### src/rtl/fifo_pkg.sv
// rtl/fifo_pkg.sv - shared constants and helpers for param_fifo
package fifo_pkg;

    localparam int FIFO_STD  = 0;
    localparam int FIFO_FWFT = 1;

    function automatic int clog2(input int value);
        int r;
        r = 0;
        for (int v = value - 1; v > 0; v = v >> 1) begin
            r++;
        end
        return r;
    endfunction

    function automatic bit params_ok(input int width, input int depth, input int fwft,
                                     input int af_thresh, input int ae_thresh);
        return (width >= 1) && (depth >= 2) &&
               (fwft == FIFO_STD || fwft == FIFO_FWFT) &&
               (af_thresh >= 1) && (af_thresh <= depth) &&
               (ae_thresh >= 0) && (ae_thresh <= depth - 1);
    endfunction

endpackage

### src/rtl/fifo_ram.sv
// rtl/fifo_ram.sv - storage array, synchronous write, asynchronous read
module fifo_ram
    import fifo_pkg::*;
#(
    parameter int WIDTH = 8,
    parameter int DEPTH = 16
) (
    input  logic                    clk,
    input  logic                    wr_en,
    input  logic [clog2(DEPTH)-1:0] wr_addr,
    input  logic [WIDTH-1:0]        wr_data,
    input  logic [clog2(DEPTH)-1:0] rd_addr,
    output logic [WIDTH-1:0]        rd_data
);

    logic [WIDTH-1:0] mem [DEPTH];

    always_ff @(posedge clk) begin
        if (wr_en) begin
            mem[wr_addr] <= wr_data;
        end
    end

    assign rd_data = mem[rd_addr];

endmodule

### src/rtl/param_fifo.sv
// rtl/param_fifo.sv - parametrised synchronous FIFO, any depth, std or FWFT read
module param_fifo
    import fifo_pkg::*;
#(
    parameter int WIDTH     = 8,
    parameter int DEPTH     = 16,
    parameter int FWFT      = 0,
    parameter int AF_THRESH = DEPTH - 2,
    parameter int AE_THRESH = 1
) (
    input  logic                     clk,
    input  logic                     reset,
    input  logic [WIDTH-1:0]         data_in,
    input  logic                     wr,
    input  logic                     rd,
    input  logic                     flush,
    input  logic                     clr_err,
    output logic [WIDTH-1:0]         data_out,
    output logic                     full,
    output logic                     empty,
    output logic                     almost_full,
    output logic                     almost_empty,
    output logic [clog2(DEPTH+1)-1:0] count,
    output logic                     overflow,
    output logic                     underflow
);

    localparam int CW = clog2(DEPTH + 1);
    localparam int PW = clog2(DEPTH);

    if (!params_ok(WIDTH, DEPTH, FWFT, AF_THRESH, AE_THRESH)) begin : g_param_check
        $error("param_fifo: parameter out of range");
    end

    logic [PW-1:0]    wr_ptr;
    logic [PW-1:0]    rd_ptr;
    logic [WIDTH-1:0] rd_data;
    logic [WIDTH-1:0] data_q;
    logic             rd_ok;
    logic             wr_ok;

    assign empty        = (count == '0);
    assign full         = (count == CW'(DEPTH));
    assign almost_full  = (count >= CW'(AF_THRESH));
    assign almost_empty = (count <= CW'(AE_THRESH));

    // A write on full is only legal when a read frees a slot in the same cycle.
    assign rd_ok = rd && !empty;
    assign wr_ok = wr && (!full || rd_ok);

    function automatic logic [PW-1:0] ptr_next(input logic [PW-1:0] ptr);
        return (ptr == PW'(DEPTH - 1)) ? '0 : ptr + PW'(1);
    endfunction

    fifo_ram #(
        .WIDTH (WIDTH),
        .DEPTH (DEPTH)
    ) u_ram (
        .clk     (clk),
        .wr_en   (wr_ok && !flush),
        .wr_addr (wr_ptr),
        .wr_data (data_in),
        .rd_addr (rd_ptr),
        .rd_data (rd_data)
    );

    always_ff @(posedge clk or negedge reset) begin
        if (!reset) begin
            wr_ptr    <= '0;
            rd_ptr    <= '0;
            count     <= '0;
            data_q    <= '0;
            overflow  <= 1'b0;
            underflow <= 1'b0;
        end else if (flush) begin
            wr_ptr <= '0;
            rd_ptr <= '0;
            count  <= '0;
        end else begin
            if (wr_ok) begin
                wr_ptr <= ptr_next(wr_ptr);
            end
            if (rd_ok) begin
                rd_ptr <= ptr_next(rd_ptr);
                data_q <= rd_data;
            end
            count     <= count + CW'(wr_ok) - CW'(rd_ok);
            // A fresh error wins over a simultaneous clear.
            overflow  <= (overflow && !clr_err) || (wr && !wr_ok);
            underflow <= (underflow && !clr_err) || (rd && !rd_ok);
        end
    end

    assign data_out = (FWFT == FIFO_FWFT) ? rd_data : data_q;

endmodule

### config.mk
export PLATFORM = sky130hd
export DESIGN_NAME = param_fifo
export DESIGN_NICKNAME = d
export VERILOG_FILES = /design/src/rtl/fifo_pkg.sv /design/src/rtl/fifo_ram.sv /design/src/rtl/param_fifo.sv
export SDC_FILE = /design/constraint.sdc
export NUM_CORES = 1
export LEC_CHECK = 0
export BUFFER_PORTS_ARGS = -buffer_cell sky130_fd_sc_hd__buf_2
export CELL_PAD_IN_SITES_DETAIL_PLACEMENT = 0
export CELL_PAD_IN_SITES_GLOBAL_PLACEMENT = 1
export CORE_MARGIN = 3
export CORE_UTILIZATION = 40
export DETAILED_ROUTE_END_ITERATION = 16
export PLACE_DENSITY = 0.68
export SLEW_MARGIN = 20
export SYNTH_ARGS = -nofsm -noshare
export SYNTH_HDL_FRONTEND = slang
export SYNTH_HIERARCHICAL = 1
export SYNTH_SLANG_ARGS = --single-unit
### constraint.sdc
create_clock -name clk -period 5 [get_ports clk]
set_input_delay 1 -clock clk [delete_from_list [all_inputs] [get_ports clk]]
set_output_delay 1 -clock clk [all_outputs]
set_load 0.02 [all_outputs]
==> metrics.cfg <==
[synthesis]
synth-seq-area-share_pct = 70.39
ys_types = 40
ys_ff_latch = 151
synth-edff-count = 128
synth_area_leaders = edfxtp_1 (61%), dfrtp_1 (9.2%), mux4_2 (6.5%)
async_reset_ff_share_pct = 15.23
synth_top_area_share_pct = 61.22
syn_avg_cell_area_um2 = 18.69
yosys_warnings = 6
netlist_area_um2 = 6279
syn-num-nets = 364
syn_inst = 336
synth_common_cells = edfxtp_1 (128), dfrtp_1 (23), nor2_1 (22)
yosysTopAreaCell = edfxtp_1
synth_top_flop_cell = edfxtp_1
post-synth-top-count-cell = edfxtp_1

[critical_path]
cp_data_arrival_time_ns = 3.08
startpoint_type = flip-flop
crit_slowest_cell = nor2_1
crit_chain = inv_1, ha_1, nand4bb_1, o21ai_1, nor2_1, or3b_2, nor2_1
cp-end-kind = flip-flop
crit_type = flip-flop to flip-flop
cpMostUsedCell = nor2_1
critPathMaxStageDelay_ns = 0.70
cp.required_ns = 5.03
critPathMaxFanout = 8

[clock_tree]
h-tree-depth = 4
cts_resized = 0
cts_sinks = 151
cts-buffers-inserted = 17
clockRootBuffer = clkbuf_16
clk_pin_slew_worst_paths_ns = 0.06
cts_tree = done
cts.path.max_buffers = 2
cts.hold.buffers_added = 0
cts_setup_buffers = 0
clk_latency_ns = 0.42

[pwr]
powerDensity_nw_per_um2 = 506.2
power.leakage_nw = 2.537
vdd_drop_max_mv = 0.2623

[layout]
regArea_um2 = 4422
multiInputGateArea_um2 = 1725
nNetsFinal = 406
fillers = 1291
antenna_cells = 0
drive_gt1_share_pct = 24.36
fin_area_um2 = 7254
areaGrowthSynthToFinish_pct = 15.54
final_core_util_pct = 47.54

[die]
boundaryPins = 33
row_count = 45
die_y_um = 131.3
die_area_um2 = 17240
initial_core_util_pct = 41.15
fp.coreArea_um2 = 15260
die-width_um = 131.3

[placement]
place.gp.congestion = 0.7729
port_buffers = 32
dp_hpwl_mm = 7.955
dpl-instance-area_um2 = 6630

[run]
maxCapViolCount = 0

[route]
wire_per_inst_um = 20.84
viasPerCell = 5.271
drtIter0Drc = 293
vias = 3168
drc = 0
first_pass_iters = 4
wl_mm = 12.53
ant_nets = 0

[sta]
fmax_mhz = 328.4
hold_violations = 0
period_share_pct = 60.90
setup_tns_ns = 0
setup_viol = 0
rsz0062_at_grt = false
period_needed_ns = 3.045
finalMaxSlewViolations = 0
slew_headroom_pct = 35.51
skew_ns = 0.01051
worst_slew_pin_slew_ns = 0.9638

[global_routing]
antenna_found_initial = 0
grt_first_pass_wirelength_mm = 19.81
grt_pass1_vias = 3306
grt_max_degree = 36
grt_use_total_pct = 15.52
overflow = 0

[worst_hold_path]
hp-class = flip-flop to flip-flop

[status]
status = finished clean

## routing by layer
metal	routed length [µm]	GRT usage (%)	share of wire [%]	vias up
met1	5510	20.53	44	1650
met3	608	4.135	4.9	13
met5	0	0	0	-
li1	-	-	-	1439
met4	136	4.667	1.1	0
met2	6270	25.40	50	66
## cell usage in the layout, fill, tap and decap left out, types with 2 or more instances in the layout
cell	n
xor2_1	4
dfrtp_1	21
clkbuf_16	17
a32o_1	3
nand4bb_1	2
nor2_1	22
buf_4	4
nand3b_1	2
mux2_4	8
bufinv_16	5
mux4_2	18
o21ai_0	4
clkinvlp_4	2
buf_2	32
nor3_1	3
nand2b_1	3
nand3_1	3
a21oi_1	9
nand2_1	17
edfxtp_1	128
clkinv_2	2
mux4_1	14
nor2b_1	3
and2_1	2
dfrtp_2	2
ha_1	13
inv_1	9
clkbuf_1	5
mux2i_1	2
o21ai_1	2
a22oi_1	16
## metrics by stage
step | setup slack, ns | instances | hold WS [ns] | total power, mW
finish | 1.955 | 601 | 0.4924 | 3.672
global placement | 1.688 | 570 | 0.4859 | 2.360
floorplan | 1.897 | 336 | 0.5558 | 2.152
global route | 1.645 | 601 | 0.5232 | 3.854
detailed placement | 1.582 | 570 | 0.4792 | 2.373
CTS | 1.665 | 601 | 0.4937 | 3.723
## logic make-up (layout without fill, tap and decap cells)
logic type / Yosys count / count (layout) / share of synthesized area (%)
DFF: 151 / 151 / 70.39
and+or+nand+nor: 65 / 65 / 5.261
muxes: 42 / 42 / 14.55
AOI/OAI and AO/OA: 37 / 37 / 3.986
buffers and inverters: 22 / 76 / 2.212
adders and majority gates: 14 / 14 / 2.910
xor gates and xnor gates: 5 / 5 / 0.6975
## registers in the layout, indices dropped and copies added (netlist names)
signal / flops
u_ram/mem: 128
overflow: 1
underflow: 1
wr_ptr: 4
rd_ptr: 4
count: 5
data_out: 8
## area by class of cell
class,instances,area share (%)
clock buffers,22,6.123
clock inverters,9,2.415
inverters,9,0.4657
multi-input cells,163,23.78
flip-flops and latches,151,60.95
well taps,211,3.639
repair buffers,36,2.622
## path summary, 6_finish.rpt
kind                              endpoint  depth (start not counted)  slack (ns)       from
max in group asynchronous        rd_ptr[0]                          1        4.06      reset
min reg2reg                      underflow                          1        0.49  underflow
min in group asynchronous         overflow                          1        0.55      reset
max                        u_ram/mem[1][4]                          7        1.95   count[2]
min                              underflow                          1        0.49  underflow
max reg2reg                u_ram/mem[1][4]                          7        1.95   count[2]
## worst max-delay path: cells and delay by family, from the launching register on
family | cells | cell delay [ns]
compound gates | 1 | 0.20
flops | 1 | 0.43
buf+inv | 1 | 0.12
simple gates | 4 | 1.66
fa+ha+maj | 1 | 0.25
## report_power, final
part	total (mW)	switching [mW]	internal, mW	leakage, nW
clock	1.34	0.461	0.880	0.294
sequential	1.56	0.125	1.44	1.45
combinational	0.765	0.381	0.385	0.797
total	3.67	0.967	2.70	2.54
Note: power is estimated with default switching activity, not from simulation.
